<file path="config.mk">
export PLATFORM = sky130hd
export DESIGN_NAME = step_sequencer
export DESIGN_NICKNAME = d
export VERILOG_FILES = /design/src/rtl/step_pkg.sv /design/src/rtl/step_watchdog.sv /design/src/rtl/step_sequencer.sv
export SDC_FILE = /design/constraint.sdc
export NUM_CORES = 1
export LEC_CHECK = 0
export BUFFER_PORTS_ARGS = -buffer_cell sky130_fd_sc_hd__buf_2
export CAP_MARGIN = 20
export CORE_AREA = 2 2 68 70
export CTS_BUF_LIST = sky130_fd_sc_hd__clkbuf_8 sky130_fd_sc_hd__clkbuf_16
export DETAILED_ROUTE_END_ITERATION = 10
export DIE_AREA = 0 0 70 72
export PLACE_DENSITY = 0.86
export SYNTH_ARGS = -nofsm -noshare
export SYNTH_HDL_FRONTEND = slang
export SYNTH_SLANG_ARGS = --single-unit
export TNS_END_PERCENT = 10
</file>
<file path="constraint.sdc">
create_clock -name clock -period 4.9 [get_ports clock]
set_input_delay 1.225 -clock clock [delete_from_list [all_inputs] [get_ports clock]]
set_output_delay 1.225 -clock clock [all_outputs]
set_load 0.05 [all_outputs]
</file>
<file path="src/rtl/step_pkg.sv">
// Shared types and defaults for the step sequencer.
// Purely declarative: no latency or handshake of its own.
package step_pkg;

  typedef enum logic [2:0] {
    IDLE,
    ISSUE,
    WAIT,
    PAUSED,
    FINISH
  } step_state_t;

  localparam int DEF_STEP_W    = 16;
  localparam int DEF_MAX_STEPS = 11;

endpackage

</file>
<file path="src/rtl/step_watchdog.sv">
// Step acknowledge watchdog (built only with STEP_SEQUENCER_WATCHDOG_EN); expire is
// combinational in the WATCHDOG-th counted cycle; clear has priority over counting.
`ifdef STEP_SEQUENCER_WATCHDOG_EN
module step_watchdog #(
  parameter int WD_W     = 8,
  parameter int WATCHDOG = 200
) (
  input  logic clock,
  input  logic reset,
  input  logic clear,
  input  logic count_en,
  output logic expire
);

  logic [WD_W-1:0] count;

  always_ff @(posedge clock or posedge reset) begin
    if (reset) begin
      count <= '0;
    end else if (clear) begin
      count <= '0;
    end else if (count_en) begin
      count <= count + WD_W'(1);
    end
  end

  assign expire = count_en && (count == WD_W'(WATCHDOG - 1));

endmodule
`endif

</file>
<file path="src/rtl/step_sequencer.sv">
// Issues one step at a time over step/step_ack, counts steps to a limit; start to step = 2 edges.
// Backpressure: a step is held until acked; pause blocks new issues. Optional STEP_SEQUENCER_WATCHDOG_EN.
module step_sequencer
  import step_pkg::*;
#(
  parameter int STEP_W    = DEF_STEP_W,
  parameter int MAX_STEPS = DEF_MAX_STEPS
`ifdef STEP_SEQUENCER_WATCHDOG_EN
  ,
  parameter int WD_W      = 8,
  parameter int WATCHDOG  = 200
`endif
) (
  input  logic              clock,
  input  logic              reset,
  input  logic              start,
  input  logic              single,
  input  logic              pause,
  input  logic              halt,
  input  logic [STEP_W-1:0] limit,
  output logic              step,
  input  logic              step_ack,
  output logic              busy,
  output logic              done,
  output logic [STEP_W-1:0] steps,
  output logic              phase,
  output logic              timeout
);

  step_state_t       state;
  step_state_t       state_nxt;
  logic [STEP_W-1:0] target;
  logic [STEP_W-1:0] steps_inc;
  logic              halt_latch;
  logic              launch;
  logic              ack_hit;
  logic              wd_expire;

  assign steps_inc = steps + STEP_W'(1);
  assign launch    = (state == IDLE) && (start || single);
  assign ack_hit   = (state == WAIT) && step_ack;

`ifdef STEP_SEQUENCER_WATCHDOG_EN
  step_watchdog #(
    .WD_W     (WD_W),
    .WATCHDOG (WATCHDOG)
  ) u_watchdog (
    .clock    (clock),
    .reset    (reset),
    .clear    (state != WAIT),
    .count_en ((state == WAIT) && !step_ack),
    .expire   (wd_expire)
  );

  // Sticky until the next launch so the host can read it after done.
  always_ff @(posedge clock or posedge reset) begin
    if (reset) begin
      timeout <= 1'b0;
    end else if (launch) begin
      timeout <= 1'b0;
    end else if (wd_expire) begin
      timeout <= 1'b1;
    end
  end
`else
  assign wd_expire = 1'b0;
  assign timeout   = 1'b0;
`endif

  always_ff @(posedge clock or posedge reset) begin
    if (reset) begin
      state <= IDLE;
    end else begin
      state <= state_nxt;
    end
  end

  always_comb begin
    state_nxt = state;
    case (state)
      IDLE: begin
        if (start || single) state_nxt = ISSUE;
      end
      ISSUE: begin
        if (halt || halt_latch) state_nxt = FINISH;
        else if (pause)         state_nxt = PAUSED;
        else                    state_nxt = WAIT;
      end
      WAIT: begin
        // An acked step always counts, even if the watchdog fires in the same cycle.
        if (step_ack) begin
          if ((steps_inc == target) || halt_latch) state_nxt = FINISH;
          else                                     state_nxt = ISSUE;
        end else if (wd_expire) begin
          state_nxt = FINISH;
        end
      end
      PAUSED: begin
        if (halt)        state_nxt = FINISH;
        else if (!pause) state_nxt = ISSUE;
      end
      FINISH:  state_nxt = IDLE;
      default: state_nxt = IDLE;
    endcase
  end

  always_comb begin
    step = (state == WAIT);
    busy = (state != IDLE);
    done = (state == FINISH);
  end

  always_ff @(posedge clock or posedge reset) begin
    if (reset) begin
      target <= '0;
      steps  <= '0;
      phase  <= 1'b0;
    end else if (launch) begin
      steps  <= '0;
      target <= start ? ((limit == '0) ? STEP_W'(MAX_STEPS) : limit) : STEP_W'(1);
      if (start) phase <= 1'b0;
    end else if (ack_hit) begin
      steps <= steps_inc;
      phase <= ~phase;
    end
  end

  // Halt during an outstanding step is remembered and honoured once the ack arrives.
  always_ff @(posedge clock or posedge reset) begin
    if (reset) begin
      halt_latch <= 1'b0;
    end else if (state == FINISH) begin
      halt_latch <= 1'b0;
    end else if ((state == WAIT) && halt) begin
      halt_latch <= 1'b1;
    end
  end

endmodule
</file>
==> impl_metrics.py <==
metrics = {
    "status": {
        "status": "finished clean",
    },
    "critical_path": {
        "critical_path.startpoint": "state[0]$_DFFE_PP0P_",
        "r2r_cells": 7,
        "cp.required_ns": 3.67,
        "crit_fanout": 8,
        "crit_type": "register to output pin",
        "cpPeakStageDelay_ns": 0.48,
        "crit-reg2reg-launch": "steps[0]$_DFFE_PP0P_",
        "start_kind": "register",
        "crit_path_top_delay_cell": "dfrtp_1",
        "reg2reg_slack_ns": 2.68,
        "r2r_end": "state[2]$_DFFE_PP0P_",
        "cp.arrival_ns": 1.43,
        "crit_path_end_kind": "output pin",
        "cp_cell_sequence": "nor3_2, inv_1, buf_2",
    },
    "synth": {
        "synth-seq-cells": 37,
        "async_flop_share_pct": 100,
        "synth_area_per_cell_um2": 9.24,
        "synth_edf_count": 0,
        "synth.top_cell.area_share_pct": 41.1,
        "synth_flop_cell": "dfrtp_1",
        "synth_compound_area_share_pct": 20.2,
        "syn_nets": 268,
        "synth_adder_area_share_pct": 0.555,
        "syn_area_um2": 2250,
        "synth_area_leaders": "dfrtp_1, o21ai_0, xnor2_1",
        "synth_cells": 244,
        "synth_top_family_by_area": "simple AND/OR/NAND/NOR gates",
        "synthSimpleGateAreaFrac_pct": 22.7,
        "muxShareOfSynthArea_pct": 0.444,
        "synth_common_cells": "dfrtp_1, o21ai_0, nand2_1",
        "yosysWarnings": 0,
        "seq_area_frac_synth_pct": 41.1,
        "ys_types": 45,
        "yosysTopAreaCell": "dfrtp_1",
        "synth-xor-area-share_pct": 10.1,
        "synth_most_common_cell": "dfrtp_1",
    },
    "drt": {
        "route.met3.wl_um": 426,
        "dr_total_vias": 1995,
        "met1_length_um": 2220,
        "ant_nets": 0,
        "wl_um": 5170,
        "remaining_drc_errors": 0,
        "wire_per_inst_um": 15.6,
        "firstDrtPassIters": 4,
        "drtIter0Drc": 179,
        "wl_met2_um": 2380,
        "route.top_layer_used": "met4",
        "viasPerCell": 6.01,
    },
    "sta": {
        "period_needed_ns": 2.65,
        "finalClockSkew_ns": 0.00620,
        "drv_slew": 0,
        "fmax_mhz": 377,
        "rsz0062_at_grt": "false",
        "setup_viol": 0,
        "finalSetupTns_ns": 0,
        "fin_crit_sh_pct": 54.1,
        "worst_slew_pin_slew_ns": 0.742,
        "timing.max_slew.rel_slack_pct": 50.4,
        "hold_violations": 0,
    },
    "floorplanning": {
        "initial_core_util_pct": 52.8,
        "dieArea_um2": 5040,
        "num_rows": 24,
        "io_pins": 44,
        "die_x_um": 70,
        "core_um2": 4260,
        "die_h_um": 72,
    },
    "clock_tree": {
        "root_buffer": "clkbuf_8",
        "hold_buffers": 0,
        "cts_sinks": 37,
        "clock_latency_ns": 0.30,
        "path_clk_slew_ns": 0.08,
        "cts_setup_buffers": 0,
        "tritoncts": "built",
        "htreeDepth": 2,
        "cts-resized-gates": 0,
        "cts_buffers": 5,
        "cts_buffer_depth": 2,
    },
    "grt": {
        "grt_pass1_vias": 1858,
        "grt_pass1_wl_um": 8850,
        "grt-ovfl-total": 0,
        "grt.total_usage_pct": 22.6,
        "grt_antenna_before_repair": 0,
        "grt_max_degree": 38,
    },
    "power_and_ir_drop": {
        "powerDensity_nw_per_um2": 499,
        "p_leak_nw": 1.18,
        "peakVddDrop_mv": 0.355,
    },
    "hold_path": {
        "hold_path.startpoint": "phase$_DFFE_PP0P_",
        "holdPathStages": 1,
        "min_path_type": "register to register",
        "worstHoldEndpoint": "phase$_DFFE_PP0P_",
    },
    "job": {
        "drv_cap": 0,
    },
    "layout": {
        "fin_cells": 332,
        "n_antenna_cell": 0,
        "syn_to_final_growth_pct": 13.9,
        "drive_gt1_share_pct": 22.9,
        "fin_nets": 303,
    },
    "placement": {
        "routabilityCongestion": 0.918,
        "dpl.hpwl_um": 3790,
        "dp.cells": 324,
        "numPortBuffers": 42,
    },
}
-- power breakdown --
part	leakage [nW]	switching, mW	internal, mW	total [mW]
Combinational	0.638	0.319	0.215	0.534
Clock	0.0543	0.117	0.152	0.269
Sequential	0.490	0.0933	0.385	0.478
-- routing by layer --
metal,GRT usage (%),vias up
met4,10.9,0
li1,-,967
met2,33.2,91
met5,0,-
met3,5.42,16
met1,31.7,921
-- worst max path at each step --
| stage | endpoint |
|---|---|
| after detailed placement | steps[13]$_DFFE_PP0P_ |
| after global routing | busy |
| final | busy |
| after floorplan | step |
| after global placement | target[2]$_DFFE_PP0P_ |
| after CTS | busy |
-- final cells by class --
cell class | instances | area (µm²)
clock buffer | 5 | 68.8
clock inverter | 3 | 46.3
fill | 387 | 1700
inverter | 4 | 15.0
multi-input combinational | 187 | 1220
sequential | 37 | 926
tap | 52 | 65.1
timing repair buffer | 44 | 225
-- state kept, by name, indices dropped and copies added (netlist names) --
signal / count
state: 3
phase: 1
steps: 16
target: 16
halt_latch: 1
-- metrics by stage --
stage	utilization [%]	instance area (µm²)	hold WS (ns)	worst slack [ns]	total power [mW]
finish	60.2	2570	0.499	2.25	1.28
global route	60.2	2570	0.540	2.18	1.37
CTS	60.2	2570	0.500	2.25	1.29
detailed placement	57.5	2450	0.491	2.30	1.02
global placement	57.5	2450	0.494	2.34	0.994
floorplan	-	2250	0.469	2.48	0.894
-- placed cells by master, fill, tap and decap left out, types with 2 or more instances in the layout --
master,count
a211oi_1,2
a21oi_1,7
a22o_1,12
a31oi_1,3
a32o_1,2
and2_1,3
and4_1,3
buf_2,42
buf_4,2
clkbuf_8,5
dfrtp_1,37
inv_1,4
nand2_1,23
nand2b_1,2
nand3_1,7
nand4_1,7
nor2_1,16
nor2b_1,2
nor3_1,7
nor3_2,3
nor3b_2,2
nor4_1,6
o21ai_0,30
o31ai_1,6
xnor2_1,13
xor2_1,13
-- critical path: cells and delay by family, from the launching register on --
kind | cells | cell delay (ns)
simple gates | 1 | 0.36
flops | 1 | 0.48
buf+inv | 2 | 0.28
-- cell families after synthesis --
logic type                 count (synthesis)
and+or+nand+nor                           88
xor gates and xnor gates                  26
DFF                                       37
other                                      1
buffers and inverters                     20
muxes                                      1
AOI/OAI and AO/OA                         70
adders and majority gates                  1
(Power assumes the default switching activity.)
